===== config.mk =====
export PLATFORM = sky130hd
export DESIGN_NAME = multicycle_ctrl_flat
export DESIGN_NICKNAME = d
export VERILOG_FILES = /design/src/rtl/multicycle_ctrl_if.sv /design/src/rtl/multicycle_ctrl.sv /design/src/flat_wrapper.sv
export SDC_FILE = /design/constraint.sdc
export NUM_CORES = 1
export LEC_CHECK = 0
export CAP_MARGIN = 20
export CELL_PAD_IN_SITES_DETAIL_PLACEMENT = 2
export CELL_PAD_IN_SITES_GLOBAL_PLACEMENT = 2
export CORE_ASPECT_RATIO = 1.25
export CORE_UTILIZATION = 21
export CTS_CLUSTER_DIAMETER = 60
export DETAILED_ROUTE_END_ITERATION = 8
export GPL_TIMING_DRIVEN = 0
export PLACE_DENSITY = 0.95
export SLEW_MARGIN = 20
export SYNTH_ARGS = -nofsm -noshare
export SYNTH_HDL_FRONTEND = slang
export SYNTH_SLANG_ARGS = --single-unit

===== constraint.sdc =====
create_clock -name clk -period 2.1 [get_ports clk]
set_clock_uncertainty 0.1 [all_clocks]
set_input_delay 0.21 -clock clk [delete_from_list [all_inputs] [get_ports clk]]
set_output_delay 0.21 -clock clk [all_outputs]
set_load 0.02 [all_outputs]

===== src/rtl/multicycle_ctrl_if.sv =====
// Control bundle between the multicycle controller and its datapath.
// master = controller side, slave = datapath side.
interface multicycle_ctrl_if;
  logic [5:0] instr_op;
  logic       mem_ready;
  logic       pc_write;
  logic       pc_write_cond;
  logic       i_or_d;
  logic       mem_read;
  logic       mem_write;
  logic       ir_write;
  logic       mem_to_reg;
  logic       reg_dst;
  logic       reg_write;
  logic       alu_src_a;
  logic [1:0] alu_src_b;
  logic [1:0] alu_op;
  logic [1:0] pc_source;
  logic       instr_done;
  logic       illegal_op;
  logic [3:0] state;

  modport master (
    input  instr_op, mem_ready,
    output pc_write, pc_write_cond, i_or_d, mem_read, mem_write, ir_write,
           mem_to_reg, reg_dst, reg_write, alu_src_a, alu_src_b, alu_op,
           pc_source, instr_done, illegal_op, state
  );

  modport slave (
    output instr_op, mem_ready,
    input  pc_write, pc_write_cond, i_or_d, mem_read, mem_write, ir_write,
           mem_to_reg, reg_dst, reg_write, alu_src_a, alu_src_b, alu_op,
           pc_source, instr_done, illegal_op, state
  );
endinterface


===== src/rtl/multicycle_ctrl.sv =====
// Multicycle MIPS control FSM: sequences fetch/decode/execute/write-back over
// a shared ALU and memory, stalling on the memory ready handshake.
module multicycle_ctrl (
  input logic             clk,
  input logic             rst_n,
  multicycle_ctrl_if.master bus
);

  localparam logic [3:0] StIdle     = 4'd0;
  localparam logic [3:0] StFetch    = 4'd1;
  localparam logic [3:0] StDecode   = 4'd2;
  localparam logic [3:0] StMemAddr  = 4'd3;
  localparam logic [3:0] StMemRd    = 4'd4;
  localparam logic [3:0] StMemWb    = 4'd5;
  localparam logic [3:0] StMemWr    = 4'd6;
  localparam logic [3:0] StRExec    = 4'd7;
  localparam logic [3:0] StRWb      = 4'd8;
  localparam logic [3:0] StBranch   = 4'd9;
  localparam logic [3:0] StJump     = 4'd10;
  localparam logic [3:0] StAddiExec = 4'd11;
  localparam logic [3:0] StAddiWb   = 4'd12;

  localparam logic [5:0] OpRtype = 6'b000000;
  localparam logic [5:0] OpLw    = 6'b100011;
  localparam logic [5:0] OpSw    = 6'b101011;
  localparam logic [5:0] OpBeq   = 6'b000100;
  localparam logic [5:0] OpAddi  = 6'b001000;
  localparam logic [5:0] OpJ     = 6'b000010;

  logic [3:0] state_q, state_d;

  logic       pc_write, pc_write_cond, i_or_d, mem_read, mem_write, ir_write;
  logic       mem_to_reg, reg_dst, reg_write, alu_src_a, instr_done, illegal_op;
  logic [1:0] alu_src_b, alu_op, pc_source;

  // State register; reset aborts any instruction straight to IDLE.
  always_ff @(posedge clk or negedge rst_n) begin
    if (!rst_n) begin
      state_q <= StIdle;
    end else begin
      state_q <= state_d;
    end
  end

  // Next-state sequencing.
  always_comb begin
    state_d = state_q;
    case (state_q)
      StIdle:  state_d = StFetch;
      StFetch: if (bus.mem_ready) state_d = StDecode;
      StDecode: begin
        case (bus.instr_op)
          OpLw, OpSw: state_d = StMemAddr;
          OpRtype:    state_d = StRExec;
          OpBeq:      state_d = StBranch;
          OpJ:        state_d = StJump;
          OpAddi:     state_d = StAddiExec;
          default:    state_d = StFetch;
        endcase
      end
      // IR is stable here, so the opcode can be re-read to pick the access type.
      StMemAddr:  state_d = (bus.instr_op == OpSw) ? StMemWr : StMemRd;
      StMemRd:    if (bus.mem_ready) state_d = StMemWb;
      StMemWr:    if (bus.mem_ready) state_d = StFetch;
      StRExec:    state_d = StRWb;
      StAddiExec: state_d = StAddiWb;
      StMemWb, StRWb, StAddiWb, StBranch, StJump: state_d = StFetch;
      // Unreachable codes recover like IDLE.
      default:    state_d = StFetch;
    endcase
  end

  // Moore decode of the control lines, gated by mem_ready where a stall applies.
  always_comb begin
    pc_write      = 1'b0;
    pc_write_cond = 1'b0;
    i_or_d        = 1'b0;
    mem_read      = 1'b0;
    mem_write     = 1'b0;
    ir_write      = 1'b0;
    mem_to_reg    = 1'b0;
    reg_dst       = 1'b0;
    reg_write     = 1'b0;
    alu_src_a     = 1'b0;
    alu_src_b     = 2'b00;
    alu_op        = 2'b00;
    pc_source     = 2'b00;
    instr_done    = 1'b0;
    illegal_op    = 1'b0;
    case (state_q)
      StFetch: begin
        mem_read  = 1'b1;
        alu_src_b = 2'b01;
        pc_write  = bus.mem_ready;
        ir_write  = bus.mem_ready;
      end
      StDecode: begin
        alu_src_b = 2'b11;
        case (bus.instr_op)
          OpRtype, OpLw, OpSw, OpBeq, OpAddi, OpJ: illegal_op = 1'b0;
          default:                                 illegal_op = 1'b1;
        endcase
      end
      StMemAddr, StAddiExec: begin
        alu_src_a = 1'b1;
        alu_src_b = 2'b10;
      end
      StMemRd: begin
        mem_read = 1'b1;
        i_or_d   = 1'b1;
      end
      StMemWr: begin
        mem_write  = 1'b1;
        i_or_d     = 1'b1;
        instr_done = bus.mem_ready;
      end
      StMemWb: begin
        mem_to_reg = 1'b1;
        reg_write  = 1'b1;
        instr_done = 1'b1;
      end
      StRExec: begin
        alu_src_a = 1'b1;
        alu_op    = 2'b10;
      end
      StRWb: begin
        reg_dst    = 1'b1;
        reg_write  = 1'b1;
        instr_done = 1'b1;
      end
      StAddiWb: begin
        reg_write  = 1'b1;
        instr_done = 1'b1;
      end
      StBranch: begin
        alu_src_a     = 1'b1;
        alu_op        = 2'b01;
        pc_write_cond = 1'b1;
        pc_source     = 2'b01;
        instr_done    = 1'b1;
      end
      StJump: begin
        pc_write   = 1'b1;
        pc_source  = 2'b10;
        instr_done = 1'b1;
      end
      default: ;
    endcase
  end

  assign bus.pc_write      = pc_write;
  assign bus.pc_write_cond = pc_write_cond;
  assign bus.i_or_d        = i_or_d;
  assign bus.mem_read      = mem_read;
  assign bus.mem_write     = mem_write;
  assign bus.ir_write      = ir_write;
  assign bus.mem_to_reg    = mem_to_reg;
  assign bus.reg_dst       = reg_dst;
  assign bus.reg_write     = reg_write;
  assign bus.alu_src_a     = alu_src_a;
  assign bus.alu_src_b     = alu_src_b;
  assign bus.alu_op        = alu_op;
  assign bus.pc_source     = pc_source;
  assign bus.instr_done    = instr_done;
  assign bus.illegal_op    = illegal_op;
  assign bus.state         = state_q;

endmodule


===== src/flat_wrapper.sv =====
// flat-port wrapper written by rule: the top's interface ports become plain ports
module multicycle_ctrl_flat 
  (clk, rst_n, bus_instr_op, bus_mem_ready, bus_pc_write, bus_pc_write_cond, bus_i_or_d, bus_mem_read, bus_mem_write, bus_ir_write, bus_mem_to_reg, bus_reg_dst, bus_reg_write, bus_alu_src_a, bus_alu_src_b, bus_alu_op, bus_pc_source, bus_instr_done, bus_illegal_op, bus_state);
  multicycle_ctrl_if bus_i ();
  input logic clk;
  input logic rst_n;
  input wire logic [$bits(bus_i.instr_op)-1:0] bus_instr_op;
  input wire logic [$bits(bus_i.mem_ready)-1:0] bus_mem_ready;
  output wire logic [$bits(bus_i.pc_write)-1:0] bus_pc_write;
  output wire logic [$bits(bus_i.pc_write_cond)-1:0] bus_pc_write_cond;
  output wire logic [$bits(bus_i.i_or_d)-1:0] bus_i_or_d;
  output wire logic [$bits(bus_i.mem_read)-1:0] bus_mem_read;
  output wire logic [$bits(bus_i.mem_write)-1:0] bus_mem_write;
  output wire logic [$bits(bus_i.ir_write)-1:0] bus_ir_write;
  output wire logic [$bits(bus_i.mem_to_reg)-1:0] bus_mem_to_reg;
  output wire logic [$bits(bus_i.reg_dst)-1:0] bus_reg_dst;
  output wire logic [$bits(bus_i.reg_write)-1:0] bus_reg_write;
  output wire logic [$bits(bus_i.alu_src_a)-1:0] bus_alu_src_a;
  output wire logic [$bits(bus_i.alu_src_b)-1:0] bus_alu_src_b;
  output wire logic [$bits(bus_i.alu_op)-1:0] bus_alu_op;
  output wire logic [$bits(bus_i.pc_source)-1:0] bus_pc_source;
  output wire logic [$bits(bus_i.instr_done)-1:0] bus_instr_done;
  output wire logic [$bits(bus_i.illegal_op)-1:0] bus_illegal_op;
  output wire logic [$bits(bus_i.state)-1:0] bus_state;
  assign bus_i.instr_op = bus_instr_op;
  assign bus_i.mem_ready = bus_mem_ready;
  assign bus_pc_write = bus_i.pc_write;
  assign bus_pc_write_cond = bus_i.pc_write_cond;
  assign bus_i_or_d = bus_i.i_or_d;
  assign bus_mem_read = bus_i.mem_read;
  assign bus_mem_write = bus_i.mem_write;
  assign bus_ir_write = bus_i.ir_write;
  assign bus_mem_to_reg = bus_i.mem_to_reg;
  assign bus_reg_dst = bus_i.reg_dst;
  assign bus_reg_write = bus_i.reg_write;
  assign bus_alu_src_a = bus_i.alu_src_a;
  assign bus_alu_src_b = bus_i.alu_src_b;
  assign bus_alu_op = bus_i.alu_op;
  assign bus_pc_source = bus_i.pc_source;
  assign bus_instr_done = bus_i.instr_done;
  assign bus_illegal_op = bus_i.illegal_op;
  assign bus_state = bus_i.state;
  multicycle_ctrl u_core (.clk(clk), .rst_n(rst_n), .bus(bus_i));
endmodule

==> results of run 1 <==
[worst max-delay path by stage]
stage                        startpoint          endpoint  depth (start not counted)
global route        u_core.bus.state[3]     bus_mem_write                          4
finish              u_core.bus.state[3]     bus_mem_write                          4
detailed placement      bus_instr_op[3]    bus_illegal_op                          5
global placement        bus_instr_op[3]    bus_illegal_op                          5
CTS                 u_core.bus.state[0]    bus_instr_done                          5
floorplan           u_core.bus.state[3]  bus_alu_src_b[0]                          4
[metal layers]
| layer | up-vias | part of all wire [%] | track usage [%] |
|---|---|---|---|
| met4 | 0 | 0.66 | 6.30 |
| li1 | 344 | - | - |
| met3 | 2 | 4.1 | 1.53 |
| met1 | 344 | 39 | 17.8 |
| met5 | - | 0 | 0 |
| met2 | 28 | 56 | 34.6 |
[worst register-to-register path, cell delays in order (launching register included)]
cell      delay [ns]
dfrtp_1         0.37
buf_6           0.14
or4_4           0.55
o221ai_2        0.21
[stage by stage]
stage	TNS, ns	util [%]
after floorplan	0	-
after global placement	-0.285	36.3
after detailed placement	-0.467	36.3
after CTS	0	37.6
after global routing	-0.0168	38.0
final	0	38.0
[cell type report]
| cell class | count | share of cell area, % |
|---|---|---|
| multi-input cells | 62 | 44.8 |
| repair buffers | 30 | 30.8 |
| flip-flops and latches | 4 | 10.8 |
| plain buffers | 7 | 5.67 |
| well taps | 33 | 4.35 |
| clock buffers | 3 | 2.37 |
| inverters | 3 | 1.19 |
[power groups by stage]
stage / clock [mW] / combinational (mW) / sequential, mW
CTS: 0.0965 / 0.867 / 0.165
global route: 0.0994 / 0.921 / 0.170
floorplan: 0 / 0.487 / 0.171
global placement: 0 / 0.856 / 0.148
finish: 0.0938 / 0.853 / 0.163
detailed placement: 0 / 0.897 / 0.156
[placed cells by master, fill, tap and decap left out, types with 3 or more instances in the layout]
| master | Yosys | routed |
|---|---|---|
| nor2_1 | 13 | 12 |
| dlymetal6s2s_1 | 0 | 4 |
| a21boi_0 | 3 | 3 |
| o21ai_0 | 5 | 5 |
| nand2b_1 | 5 | 4 |
| clkbuf_4 | 0 | 3 |
| clkdlybuf4s50_1 | 0 | 12 |
| buf_4 | 2 | 5 |
| inv_1 | 3 | 3 |
| a21oi_1 | 3 | 3 |
| dlygate4sd2_1 | 0 | 13 |
| nor3_1 | 4 | 4 |
[cell families after synthesis]
logic type	count (synthesis)	synth area share, %
and+or+nand+nor	36	35.5
DFF	4	17.7
buffers and inverters	10	10.2
xor gates and xnor gates	2	3.09
muxes	2	3.75
AOI/OAI and AO/OA	22	29.8
[timing repair]
action	CTS	global route
setup endpoints to repair	13	5
resized for setup	23	6
hold buffers	0	0
setup buffers	0	0
==> impl_metrics.json, run 1 <==
{
  "globalRouteTotalUtil_pct": 16.9,
  "ioPinCount": 31,
  "cts.root.buffer_cell": "clkbuf_4",
  "synthesis.area_um2": 567,
  "synthesized_flop_and_latch_total": 4,
  "grt_pass1_wl_um": 3800,
  "die_area_um2": 2910,
  "synthTopCellsByArea": "dfrtp_1 18%, nor2_1 8.6%, nand2b_1 5.5%",
  "io_buffers": 30,
  "highest_clock_rate_ghz": 0.490,
  "timing.critical_path.slowest_stage_cell": "clkdlybuf4s50_1",
  "syn-num-nets": 85,
  "design_power_total_mw": 1.11,
  "ff_latch_area_um2": 103,
  "r2r_end": "u_core.bus.state[1]",
  "synth_async_sr_flop_share_pct": 100,
  "synth_area_per_cell_um2": 7.46,
  "row_count": 20,
  "vias_per_cell": 5.06,
  "ys_top_cells_by_count": "13 x nor2_1, 5 x nand2b_1, 5 x o21ai_0",
  "drcViolationCount": 0,
  "dp_slack_ns": -0.260,
  "tightestPinTransition_ns": 0.274,
  "end_kind": "primary output",
  "starting_density_of_the_core_pct": 22.7,
  "netSwitchingFraction_pct": 51.9,
  "final.hold.worst_slack_ns": 0.0698,
  "slowest_delay_ns": 0.62,
  "firstDrtPassIters": 4,
  "power_report.internal_total_mw": 0.534,
  "power.sequential.fraction_pct": 14.7,
  "worst-r2r-cell-count": 3,
  "initialDrtViolationCount": 5,
  "placeableCoreArea_um2": 2500,
  "crit_path_buffers_inverters": 2,
  "antenna_cells_inserted": 0,
  "finish.cell_count_without_fillers": 142,
  "routed_wire_length_per_instance_um": 16.1,
  "critical_path_peak_fanout": 9,
  "cts_max_path_buffers": 2,
  "cellLeakagePower_nw": 0.461,
  "p_switching_mw": 0.576,
  "grt_antenna_before_repair": 0,
  "synth-edff-count": 0,
  "final_hold_viol_count": 0,
  "power_frac_comb_pct": 76.9,
  "synth.yosys.warnings": 0,
  "numCtsBuffers": 3,
  "r2r-start": "u_core.bus.state[3]",
  "fp.dieW_um": 48.5,
  "wirelength_um": 2280,
  "dp_hpwl_um": 1800,
  "htree_levels": 1,
  "run_status": "completed",
  "grt_max_degree": 11,
  "hold_class": "in -> async",
  "dp.cells": 139,
  "critical-path-top-delay-family": "buffers and inverters",
  "clock_latency_ns": 0.23,
  "grt_pass1_vias": 777,
  "critical_path_arrival_ns": 1.73,
  "gp_routability_congestion": 0.804,
  "timing.final.max_slew_violations": 0,
  "fin_nets": 120,
  "dominantRegCellSynth": "dfrtp_1",
  "clock_power_share_pct": 8.4,
  "startpoint_type": "register",
  "ys_seq_area_share_pct": 17.7,
  "yosysUniqueCellTypes": 36,
  "worst_setup_hold_path_clk_slew_ns": 0.04,
  "cap_viol_max_count": 0,
  "multi_input_combinational_cell_area_um2": 425,
  "power.density_nw_per_um2": 1170,
  "synth.top_cell.area_share_pct": 17.7,
  "finalCritPeriodShare_pct": 97.2,
  "placement.cell_area_um2": 908,
  "postRouteAntennaNets": 0,
  "clock_sinks": 4,
  "vias": 718,
  "syn_inst_count": 76,
  "worst-r2r-setup-slack_ns": 0.63,
  "dieHeight_um": 60.1,
  "timing.final.ws_setup_ns": 0.0591,
  "post-synth-top-count-cell": "nor2_1",
  "relative_slew_slack_pct": 81.7,
  "final_cell_area_um2": 950,
  "num-fill-cells": 307,
  "data_required_time_of_the_worst_path_ns": 1.79,
  "post-synth-top-area-cell": "dfrtp_1",
  "cts_tree": "done",
  "overflow": 0,
  "crit_path_cell_chain": "buf_6 -> nand2b_1 -> nor2_1 -> clkdlybuf4s50_1",
  "vdd_ir_drop_max_uv": 362,
  "timing.final.setup_violations": 0,
  "area_growth_syn_to_layout_pct": 67.5,
  "post_route_cells_drive_above_1_share_pct": 18.3,
  "largest_register_ff_count": 4,
  "post-route-min-period_ns": 2.04,
  "critPathKind": "reg -> out"
}
(Power assumes the default switching activity.)
==> inputs of run 2 (changes only) <==
--- a/config.mk
+++ b/config.mk
@@ -5,7 +5,7 @@
 export SDC_FILE = /design/constraint.sdc
 export NUM_CORES = 1
 export LEC_CHECK = 0
-export CAP_MARGIN = 20
+export CAP_MARGIN = 25
 export CELL_PAD_IN_SITES_DETAIL_PLACEMENT = 2
 export CELL_PAD_IN_SITES_GLOBAL_PLACEMENT = 2
 export CORE_ASPECT_RATIO = 1.25
==> results of run 2 <==
Same layout as run 1: the final DEF is identical, and so are final timing and power.
